===== config.mk =====
export PLATFORM = sky130hd
export DESIGN_NAME = jtag_host_driver
export DESIGN_NICKNAME = d
export VERILOG_FILES = /design/src/rtl/jtag_host_driver.sv
export SDC_FILE = /design/constraint.sdc
export NUM_CORES = 1
export LEC_CHECK = 0
export CAP_MARGIN = 20
export CORE_MARGIN = 4
export CORE_UTILIZATION = 30
export DETAILED_ROUTE_END_ITERATION = 10
export PLACE_DENSITY = 0.48
export REMOVE_ABC_BUFFERS = 1
export SYNTH_ARGS = -nofsm -noshare
export SYNTH_HDL_FRONTEND = slang
export SYNTH_SLANG_ARGS = --single-unit

===== constraint.sdc =====
create_clock -name clk_i -period 8.4 [get_ports clk_i]
set_input_delay 1.68 -clock clk_i [delete_from_list [all_inputs] [get_ports clk_i]]
set_output_delay 1.68 -clock clk_i [all_outputs]
set_load 0.005 [all_outputs]

===== src/rtl/jtag_host_driver.sv =====
// jtag_host_driver: JTAG TAP host running DR/IR shifts and TAP resets on a divided TCK.
// TMS/TDI change at the start of each TCK low phase; TDO is captured on the rising TCK.
module jtag_host_driver #(
  parameter int TCK_DIV = 4,
  parameter int MAX_LEN = 64
) (
  input  logic               clk_i,
  input  logic               rst_i,
  input  logic               start_i,
  input  logic [1:0]         cmd_i,
  input  logic [6:0]         len_i,
  input  logic [MAX_LEN-1:0] data_i,
  input  logic               jtag_tdo,
  output logic               jtag_clk,
  output logic               jtag_tms,
  output logic               jtag_tdi,
  output logic               busy_o,
  output logic               done_o,
  output logic [MAX_LEN-1:0] data_o
);
  localparam int IW = $clog2(MAX_LEN);
  localparam logic [7:0] CNT_TOP = 8'(TCK_DIV - 1);
  localparam logic [6:0] LEN_MAX = 7'(MAX_LEN);
  typedef enum logic [2:0] {IDLE, TMS_SEQ, SHIFT, POST, DONE} state_t;
  state_t r_state, w_state_n;
  logic [7:0] r_cnt;
  logic r_tck, r_tms, r_tdi, r_zero;
  logic [1:0] r_cmd, w_cmd_n;
  logic [6:0] r_len, r_idx, w_idx_n, w_pre_last;
  logic [MAX_LEN-1:0] r_data, r_cap, r_dout;
  logic w_accept, w_zero_in, w_run, w_rise, w_fall, w_last, w_active_n, w_upd, w_tms_n, w_tdi_n;
  assign w_accept = r_state == IDLE && start_i;
  assign w_zero_in = &cmd_i || (!cmd_i[1] && len_i == 7'd0);
  assign w_run = r_state inside {TMS_SEQ, SHIFT, POST} && !r_zero;
  assign w_rise = w_run && !r_tck && r_cnt == 8'd0;
  assign w_fall = w_run && r_tck && r_cnt == 8'd0;
  assign w_cmd_n = w_accept ? cmd_i : r_cmd;
  assign w_pre_last = r_cmd[1] ? 7'd5 : r_cmd[0] ? 7'd3 : 7'd2;
  assign w_last = r_state == TMS_SEQ ? r_idx == w_pre_last :
                  r_state == SHIFT ? r_idx == r_len - 7'd1 : r_idx == 7'd1;
  always_comb begin
    w_state_n = r_state;
    w_idx_n = r_idx;
    case (r_state)
      IDLE: begin
        w_state_n = start_i ? TMS_SEQ : IDLE;
        w_idx_n = '0;
      end
      TMS_SEQ: w_state_n = r_zero ? DONE : (w_fall && w_last) ? (r_cmd[1] ? DONE : SHIFT) : TMS_SEQ;
      SHIFT: w_state_n = (w_fall && w_last) ? POST : SHIFT;
      POST: w_state_n = (w_fall && w_last) ? DONE : POST;
      default: w_state_n = IDLE;
    endcase
    if (w_fall) w_idx_n = w_last ? '0 : r_idx + 7'd1;
  end
  // Line values for the period about to begin, from the phase and the period index within it.
  assign w_active_n = w_state_n inside {TMS_SEQ, SHIFT, POST};
  assign w_tms_n = w_state_n == SHIFT ? w_idx_n == r_len - 7'd1 :
                   w_state_n == POST ? w_idx_n == 7'd0 :
                   w_cmd_n[1] ? w_idx_n != 7'd5 :
                   w_cmd_n[0] ? w_idx_n < 7'd2 : w_idx_n == 7'd0;
  assign w_tdi_n = w_state_n == SHIFT && r_data[w_idx_n[IW-1:0]];
  assign w_upd = (w_accept && !w_zero_in) || (w_fall && w_active_n);
  always_ff @(posedge clk_i) begin
    if (rst_i) begin
      r_state <= IDLE;
      r_cnt <= '0;
      r_tck <= 1'b0;
      r_tms <= 1'b1;
      r_tdi <= 1'b0;
      r_zero <= 1'b0;
      r_cmd <= '0;
      r_len <= '0;
      r_idx <= '0;
      r_data <= '0;
      r_cap <= '0;
      r_dout <= '0;
    end else begin
      r_state <= w_state_n;
      r_idx <= w_idx_n;
      if (w_upd) begin
        r_tms <= w_tms_n;
        r_tdi <= w_tdi_n;
      end
      if (w_accept) begin
        r_cmd <= cmd_i;
        r_len <= len_i > LEN_MAX ? LEN_MAX : len_i;
        r_data <= data_i;
        r_zero <= w_zero_in;
        r_cap <= '0;
        r_cnt <= CNT_TOP;
        r_tck <= 1'b0;
      end else if (w_run) begin
        r_cnt <= r_cnt == 8'd0 ? CNT_TOP : r_cnt - 8'd1;
        if (r_cnt == 8'd0) r_tck <= ~r_tck;
        if (w_rise && r_state == SHIFT) r_cap <= {jtag_tdo, r_cap[MAX_LEN-1:1]};
      end
      // TAP reset leaves the previous capture visible.
      if (w_state_n == DONE && r_cmd != 2'b10) r_dout <= r_zero ? '0 : r_cap >> (LEN_MAX - r_len);
    end
  end
  assign jtag_clk = r_tck;
  assign jtag_tms = r_tms;
  assign jtag_tdi = r_tdi;
  assign busy_o = r_state inside {TMS_SEQ, SHIFT, POST};
  assign done_o = r_state == DONE;
  assign data_o = r_dout;
endmodule


[After elaboration in Yosys (flattened, before gate mapping)]
Cells that the tools add are included.
Storage, ports and cells
  output and inout bits: 69
  bits in registers: 223
  input port bits: 77
Cells by class
  muxes and demuxes: 26
  bitwise gates (word level): 1
  order comparisons: 3
  equality and inequality tests: 14
  shift-type cells: 1
  add/subtract/negate cells: 4
  reductions and logical operators: 30
Operator list (number)
  64-bit 2-to-1 mux: 1
  64-bit by 7-bit >> shifter with 64-bit output: 1
  7-bit 2-to-1 mux: 4
  3-bit 2-to-1 mux: 5
  7-bit == test: 2
  7-bit zero test: 2
  1-bit logical AND: 13
  3-bit by 2-bit == test with 1-bit output, second input constant: 4
  3-bit one-hot mux with 4 select lines: 1
  1-bit 2-to-1 mux: 10
  8-bit zero test: 1
  8-bit 2-to-1 mux: 1
  8-bit by 1-bit subtractor with 8-bit output, second input constant: 1
  7-bit by 1-bit adder with 7-bit output, second input constant: 1
  7-bit by 1-bit == test with 1-bit output, second input constant: 1
  7-bit by 3-bit == test with 1-bit output: 1
  7-bit > comparator, second input constant: 1
  6-bit by 7-bit less-than comparator with 1-bit output, second input constant: 1
  7-bit by 2-bit less-than comparator with 1-bit output, second input constant: 1
  7-bit by 3-bit != test with 1-bit output, second input constant: 1
  7-bit by 1-bit subtractor with 7-bit output, second input constant: 1
  7-bit subtractor, first input constant: 1
  1-bit binary-select mux with 6-bit select: 1
  3-bit by 1-bit == test with 1-bit output, second input constant: 2
  11 further kinds: 21

[Longest topological paths before layout]
Gate-level depths: netlist of the first run.
  depth in word-level cells: 13
  gate-level depth with buffers: 18
  mapped depth without buffers: 13

[Worst setup path after synthesis of the first run]
OpenSTA, ideal clock, no wires.
  kind: register to register
  start: register r_len[0]
  end: register r_tdi, in the netlist jtag_tdi
  path slack: 3.459 ns
  data required time: 8.337 ns
  cell stages (with the launch flop): 18
  library setup time: 0.063 ns
  clock period less this slack: 4.941 ns
  data arrival time: 4.879 ns
  cell sequence: dfxtp_1 -> buf_6 -> clkbuf_1 -> buf_1 -> clkinv_1 -> ha_1 -> xor2_1 -> o2bb2ai_1 -> or4_1 -> o221ai_1 -> nand3_1 -> o31ai_1 -> clkbuf_1 -> nand2_1 -> o22ai_1 -> o32ai_1 -> or4_1 -> nand3_1
Between the ends
  word-level cells in the longest chain between the ends: 12
RTL lines
  from (decl): RTL line 29  | logic [6:0] r_len, r_idx, w_idx_n, w_pre_last;
  from (signal assigned): RTL line 87  | r_len <= len_i > LEN_MAX ? LEN_MAX : len_i;
  7-bit by 1-bit subtractor with 7-bit output (*): RTL line 40  | r_state == SHIFT ? r_idx == r_len - 7'd1 : r_idx == 7'd1;
  7-bit == test (*): RTL line 40
  1-bit 2-to-1 mux (*): RTL line 40
  1-bit 2-to-1 mux (*): RTL line 39  | assign w_last = r_state == TMS_SEQ ? r_idx == w_pre_last :
  branches (longest 8 deep; another with 7-bit 2-to-1 mux)
  to (signal assigned): RTL line 83  | r_tdi <= w_tdi_n;
  to (decl): RTL line 27  | logic r_tck, r_tms, r_tdi, r_zero;
Every way passes the cells marked *. The select of a mux whose other input is x is not followed.
A chain may end at the register's enable or synchronous reset.

[Worst setup path after layout of the first run]
  start: register r_len[0]
  end: register r_dout[25], in the netlist data_o[25]
Between the ends
  word-level cells in the longest chain between the ends: 10
RTL lines
  7-bit by 1-bit subtractor with 7-bit output: RTL line 40
  7-bit == test: RTL line 40
  1-bit 2-to-1 mux: RTL line 40
  1-bit 2-to-1 mux: RTL line 39
  1-bit logical AND: RTL line 49, 50, 51
  3-bit 2-to-1 mux (2 in a row): RTL line 49  | TMS_SEQ: w_state_n = r_zero ? DONE : (w_fall && w_last) ? (r_cmd[1] ? DONE : SHIFT) : TMS_SEQ;
  3-bit one-hot mux with 4 select lines: RTL line 44  | case (r_state)
  3-bit == test: RTL line 99  | if (w_state_n == DONE && r_cmd != 2'b10) r_dout <= r_zero ? '0 : r_cap >> (LEN_MAX - r_len);
  1-bit logical AND: RTL line 99
  to (signal assigned): RTL line 99
  to (decl): RTL line 30  | logic [MAX_LEN-1:0] r_data, r_cap, r_dout;
Several ways; a longest one is shown, not always the timed one.

==> flow_metrics.env, run 1 <==
export IMPL_grt_pass1_wl_mm=71.5
export IMPL_post_cts_repair_setup_buffers=0
export IMPL_via_per_inst=5.39
export IMPL_path_clk_slew_ns=0.06
export IMPL_mostFrequentLayoutCells="sky130_fd_sc_hd__nand2_1 (427), sky130_fd_sc_hd__dfxtp_1 (222), sky130_fd_sc_hd__a21oi_1 (216)"
export IMPL_ios=146
export IMPL_cp_data_required_time_ns=8.81
export IMPL_worst_hold_path_type="reg -> reg"
export IMPL_cp_end_kind="flop"
export IMPL_drt_pass1_iter_count=5
export IMPL_synth_edff_count=0
export IMPL_antenna_violations_before_repair=0
export IMPL_area_growth_pct=21.7
export IMPL_floorplan_rows=76
export IMPL_root_buffer="sky130_fd_sc_hd__clkbuf_16"
export IMPL_leakagePower_nw=5.43
export IMPL_first_global_vias=12100
export IMPL_timing_final_crit_period_ns=5.15
export IMPL_netlist_area_mm2=0.0131
export IMPL_diodes=0
export IMPL_synth_ff_latch_count=223
export IMPL_yosysSeqAreaShare_pct=34.1
export IMPL_crit_path_largest_cell_delay_ns=0.68
export IMPL_ctsHoldBuffers=0
export IMPL_global_route_overflow_total=0
export IMPL_post_layout_nonfiller_instances=2370
export IMPL_async_flop_share_pct=0
export IMPL_io_buffer_count=145
export IMPL_rsz0062_at_grt="false"
export IMPL_finalHoldViolCount=0
export IMPL_power_ir_vdd_worst_mv=0.130
export IMPL_aggregate_global_route_resource_usage_pct=18.8
export IMPL_cts_inserted_buffers=27
export IMPL_gp_congestion=0.963
export IMPL_worstSetupPathType="reg -> reg"
export IMPL_fin_worst_skew_ns=0.0223
export IMPL_critical_path_cell_chain="clkinv_1 -> ha_2 -> xor2_1 -> o2bb2ai_1 -> or4_1 -> o221a_2 -> nor4_4 -> o211a_1 -> o211ai_1 -> a21o_2 -> buf_4 -> a221oi_1 -> nor3_1"
export IMPL_numClockSinks=223
export IMPL_synthDistinctLibCells=76
export IMPL_tritoncts="yes"
export IMPL_clk_latency_ns=0.56
export IMPL_maxClockFrequency_mhz=194
export IMPL_path_max_fanout=50
export IMPL_placed_area_mm2=0.0150
export IMPL_hold_worst_slack_ns=0.451
export IMPL_yosysWarnings=0
export IMPL_holdPathStages=2
export IMPL_ant_nets=0
export IMPL_final_nets=1850
export IMPL_detailed_place_hpwl_mm=32.3
export IMPL_critical_path_slowest_cell="sky130_fd_sc_hd__dfxtp_4"
export IMPL_max_slew_worst_pin_slew_ns=1.05
export IMPL_initial_utilization_pct=30.4
export IMPL_overall_die_width_um=217
export IMPL_number_of_cell_instances_on_the_worst_register_to_register_path=13
export IMPL_post_cts_resized=0
export IMPL_syn_mean_instance_area_um2=7.68
export IMPL_1st_iter_drt_viols=973
export IMPL_layout_worst_path_cycle_share_pct=61.4
export IMPL_route_detailed_drc=0
export IMPL_grt_start_max_net_pins=72
export IMPL_vias=12800
export IMPL_clock_path_buffers=3
export IMPL_final_common_cell="sky130_fd_sc_hd__nand2_1"
export IMPL_status="finished clean"
export IMPL_dpl_cell_count=2322
export IMPL_die_y_um=217
export IMPL_total_of_max_cap_violations=0
export IMPL_crit_arrival_ns=5.56
export IMPL_syn_instance_count=1705
export IMPL_totalWireLength_mm=46.0
export IMPL_powerDensity_mw_per_mm2=174
export IMPL_yosys_most_used_dff="sky130_fd_sc_hd__dfxtp_1"
export IMPL_max_slew_margin_rel_pct=30.3
export IMPL_die_area_mm2=0.0470
export IMPL_detail_route_wl_per_cell_um=19.4
export IMPL_finish_instance_area_mm2=0.0159
export IMPL_core_area_mm2=0.0431
export IMPL_timing_final_setup_violations=0
export IMPL_ctsHtreeMaxLevel=1
export IMPL_count_of_pins_over_their_slew_limit=0
export IMPL_drive_above_1_share_pct=9.13
export IMPL_critPathLaunchType="flop"
==> final timing paths <==
path         slack (ns)       from          to
min                0.45  data_o[3]   data_o[3]
max reg2reg        3.25   r_len[0]  data_o[25]
min reg2reg        0.45  data_o[3]   data_o[3]
max                3.25   r_len[0]  data_o[25]
==> metal layers <==
layer  up-vias  routed length (um)  global-route usage, %
met5         -                   0                      0
li1       6184                   -                      -
met3        66                2870                   3.36
met4         0                1180                   4.83
met1      6125               21700                   27.3
met2       407               20200                   29.1
==> synth_stat cells, types with 8 or more instances <==
| master | n | share of area, % |
|---|---|---|
| sky130_fd_sc_hd__a211oi_1 | 23 | 1.3 |
| sky130_fd_sc_hd__a21oi_1 | 217 | 8.3 |
| sky130_fd_sc_hd__a22oi_1 | 10 | 0.57 |
| sky130_fd_sc_hd__buf_1 | 12 | 0.34 |
| sky130_fd_sc_hd__clkbuf_1 | 117 | 3.4 |
| sky130_fd_sc_hd__dfxtp_1 | 223 | 34 |
| sky130_fd_sc_hd__inv_1 | 14 | 0.40 |
| sky130_fd_sc_hd__mux2i_1 | 62 | 4.7 |
| sky130_fd_sc_hd__mux4_2 | 55 | 9.5 |
| sky130_fd_sc_hd__nand2_1 | 428 | 12 |
| sky130_fd_sc_hd__nand3_1 | 60 | 2.3 |
| sky130_fd_sc_hd__nor2_1 | 134 | 3.8 |
| sky130_fd_sc_hd__nor3_1 | 43 | 1.6 |
| sky130_fd_sc_hd__o211ai_1 | 14 | 0.80 |
| sky130_fd_sc_hd__o21ai_0 | 88 | 3.4 |
| sky130_fd_sc_hd__o221ai_1 | 15 | 1.0 |
| sky130_fd_sc_hd__o22ai_1 | 8 | 0.38 |
| sky130_fd_sc_hd__or3_1 | 11 | 0.53 |
| sky130_fd_sc_hd__xnor2_1 | 18 | 1.2 |
==> sequential cells by signal, summed over array words and instances (netlist names), 2 cells and up <==
register,flops
r_cnt,8
r_state,3
r_cmd,2
r_idx,7
r_data,64
r_cap,64
r_len,7
data_o,64
==> metrics by stage <==
step	util, %	power, mW	setup TNS, ns	setup WS, ns
4_1_cts	36.8	2.79	0	3.26
3_5_place_dp	34.9	1.64	0	3.27
5_1_grt	37.0	2.90	0	2.82
2_1_floorplan	-	1.44	-42.45	-1.08
3_3_place_gp	34.9	1.64	0	3.39
6_report	37.0	2.78	0	3.25
==> power breakdown <==
| part | internal [mW] | leakage (nW) | switching (mW) | total (mW) |
|---|---|---|---|---|
| clock network | 0.673 | 0.417 | 0.473 | 1.15 |
| registers | 1.09 | 1.81 | 0.0319 | 1.12 |
| logic | 0.180 | 3.20 | 0.327 | 0.507 |
| total | 1.94 | 5.43 | 0.832 | 2.78 |
==> final cells by class <==
cell class	count	area (um^2)
fill	4509	27100
multi-input combinational	1328	8120
sequential	223	4470
timing repair buffer	174	1710
clock buffer	35	736
tap	585	732
clock inverter	10	111
inverter	15	56.3
==> logic make-up (layout without fill, tap and decap cells) <==
kind of cell / Yosys count / after routing / share of synthesized area [%]
AOI/OAI and AO/OA: 440 / 440 / 20.4
xor gates and xnor gates: 26 / 26 / 1.84
adders and majority gates: 4 / 4 / 0.382
buffers and inverters: 154 / 234 / 4.64
DFF: 223 / 223 / 34.1
muxes: 121 / 121 / 14.5
and+or+nand+nor: 737 / 737 / 24.0
==> worst max-delay path: cells and delay by family, from the launching register on <==
| family | cells | cell delay [ns] |
|---|---|---|
| AOI/OAI and AO/OA | 6 | 2.02 |
| and+or+nand+nor | 3 | 1.00 |
| buffers and inverters | 2 | 0.76 |
| DFF | 1 | 0.68 |
| adders and majority gates | 1 | 0.33 |
| xor gates and xnor gates | 1 | 0.18 |
Power figures use the tool's default switching activity.
==> run 2, diff against run 1 <==
==> constraint.sdc (replaced) <==
create_clock -name clk_i -period 4.8 [get_ports clk_i]
set_input_delay 0.96 -clock clk_i [delete_from_list [all_inputs] [get_ports clk_i]]
set_output_delay 0.96 -clock clk_i [all_outputs]
set_load 0.005 [all_outputs]
==> run 2 against run 1 <==
Die area stayed put. Combinational power up 78%. Power increased by 78%. Via count up 0.74%. Cell count rose by 0.80%. Critical path type unchanged. Critical endpoint is now jtag_tdi. Largest power group unchanged.
==> flow_metrics.env, run 2 (same netlist as run 1, synthesis figures left out) <==
export IMPL_antenna_violations_before_repair=0
export IMPL_pre_cts_ws_ns=0.565
export IMPL_io_buffer_count=145
export IMPL_initial_utilization_pct=30.4
export IMPL_global_route_overflow_total=0
export IMPL_layout_filler_cells=4526
export IMPL_ios=146
export IMPL_critical_path_slowest_cell="sky130_fd_sc_hd__a2111oi_1"
export IMPL_finalHoldViolCount=0
export IMPL_diodes=0
export IMPL_count_of_pins_over_their_slew_limit=0
export IMPL_cp_data_required_time_ns=5.30
export IMPL_first_global_vias=12200
export IMPL_timing_final_crit_period_ns=4.25
export IMPL_grt_pass1_wl_mm=71.5
export IMPL_power_ir_vdd_worst_mv=0.224
export IMPL_ant_nets=0
export IMPL_worst_r2r_startpoint="r_state[1]"
export IMPL_worst_slack_ns=0.547
export IMPL_aggregate_global_route_resource_usage_pct=18.8
export IMPL_fin_worst_skew_ns=0.0217
export IMPL_routed_wire_length_on_met2_mm=20.5
export IMPL_finalSetupTns_ns=0
export IMPL_critPathLaunchType="flop"
export IMPL_met3RoutedLength_mm=2.91
export IMPL_worstSetupPathType="reg -> reg"
export IMPL_route_detailed_drc=0
export IMPL_max_slew_margin_rel_pct=27.9
export IMPL_clock_path_buffers=3
export IMPL_drive_above_1_share_pct=10.1
export IMPL_drt_pass1_iter_count=6
export IMPL_leakagePower_nw=5.52
export IMPL_1st_iter_drt_viols=997
export IMPL_core_area_mm2=0.0431
export IMPL_cts_inserted_buffers=27
export IMPL_path_clk_slew_ns=0.06
export IMPL_total_of_max_cap_violations=0
export IMPL_critical_path_cell_chain="o21bai_1 -> nor4_2 -> nand3_1 -> a2111oi_1 -> o31ai_1 -> buf_4 -> a211oi_1 -> a211o_1 -> o32ai_1 -> or4_1 -> nand3_1"
export IMPL_max_slew_worst_pin_slew_ns=1.08
export IMPL_post_cts_repair_setup_buffers=0
export IMPL_cp_end_kind="flop"
export IMPL_numClockSinks=223
export IMPL_overall_die_width_um=217
export IMPL_top_signal_layer_used="met4"
export IMPL_critPathCapture="jtag_tdi"
export IMPL_tritoncts="yes"
export IMPL_number_of_cell_instances_on_the_worst_register_to_register_path=11
export IMPL_path_max_fanout=15
export IMPL_final_nets=1867
export IMPL_layout_worst_path_cycle_share_pct=88.6
export IMPL_detail_route_wl_per_cell_um=19.2
export IMPL_floorplan_rows=76
export IMPL_regToRegSetupSlack_ns=0.55
export IMPL_layout_core_utilization_pct=37.4
export IMPL_crit_arrival_ns=4.75
export IMPL_powerDensity_mw_per_mm2=306
export IMPL_ctsHtreeMaxLevel=1
export IMPL_grt_start_max_net_pins=72
export IMPL_critical_path_most_common_cell="sky130_fd_sc_hd__nand3_1"
export IMPL_area_growth_pct=23.0
export IMPL_worst_r2r_endpoint="jtag_tdi"
export IMPL_gp_congestion=0.930
export IMPL_rsz0062_at_grt="false"
export IMPL_crit_path_largest_cell_delay_ns=0.75
export IMPL_mostFrequentLayoutCells="sky130_fd_sc_hd__nand2_1 (427), sky130_fd_sc_hd__dfxtp_1 (222), sky130_fd_sc_hd__a21oi_1 (216)"
export IMPL_startpoint="r_state[1]"
export IMPL_worst_hold_path_type="reg -> reg"
export IMPL_maxClockFrequency_mhz=235
export IMPL_die_y_um=217
export IMPL_totalWireLength_mm=45.9
export IMPL_clk_latency_ns=0.56
export IMPL_detailed_place_hpwl_mm=33.0
export IMPL_final_common_cell="sky130_fd_sc_hd__nand2_1"
export IMPL_via_per_inst=5.39
export IMPL_die_area_mm2=0.0470
export IMPL_timing_final_setup_violations=0
export IMPL_root_buffer="sky130_fd_sc_hd__clkbuf_16"
export IMPL_vias=12900
export IMPL_met1_length_mm=21.7
export IMPL_status="finished clean"
==> run 2: report_power, final <==
| group | internal [mW] | switching [mW] | total [mW] |
|---|---|---|---|
| registers | 1.91 | 0.0487 | 1.96 |
| logic | 0.321 | 0.580 | 0.901 |
| clock network | 1.26 | 0.814 | 2.07 |
| total | 3.48 | 1.44 | 4.93 |
==> run 2: area by class of cell <==
class / instances / area [um^2] / area share, %
clock buffer: 41 / 808 / 5.02
clock inverter: 6 / 86.3 / 0.536
inverter: 15 / 56.3 / 0.350
multi-input combinational: 1328 / 8120 / 50.4
sequential: 223 / 4470 / 27.7
tap: 585 / 732 / 4.54
timing repair buffer: 191 / 1840 / 11.4
==> run 2: critical path: cells and delay by family, from the launching register on <==
family | cells | cell delay (ns)
simple gates | 4 | 1.58
flops | 1 | 0.62
compound gates | 6 | 1.77
buf+inv | 1 | 0.23
==> run 2: timing repair <==
item	CTS	global route
resized for setup	0	1
setup endpoints to repair	0	1
hold buffers	0	0
==> run 2: per-layer routing <==
metal / global-route usage, % / up-vias
met1: 27.1 / 6244
met5: 0 / -
met4: 3.84 / 0
met3: 3.49 / 46
met2: 29.5 / 376
li1: - / 6210
==> run 2: worst min path at each step <==
stage	slack, ns	depth (start not counted)	from	endpoint
6_report	0.45	2	data_o[33]	data_o[33]
5_1_grt	0.47	2	r_data[1]	r_data[1]
3_3_place_gp	0.44	2	data_o[1]	data_o[1]
4_1_cts	0.45	2	data_o[5]	data_o[5]
2_1_floorplan	0.43	2	r_data[48]	r_data[48]
3_5_place_dp	0.45	2	r_data[5]	r_data[5]
==> run 2: metrics by stage <==
| stage | area, um^2 | hold WS [ns] | total power [mW] | cells |
|---|---|---|---|---|
| floorplan | 12500 | 0.426 | 2.51 | 1566 |
| global placement | 15200 | 0.440 | 2.88 | 2341 |
| detailed placement | 15200 | 0.447 | 2.88 | 2341 |
| CTS | 16100 | 0.455 | 4.98 | 2388 |
| global route | 16100 | 0.475 | 5.14 | 2389 |
| finish | 16100 | 0.450 | 4.93 | 2389 |
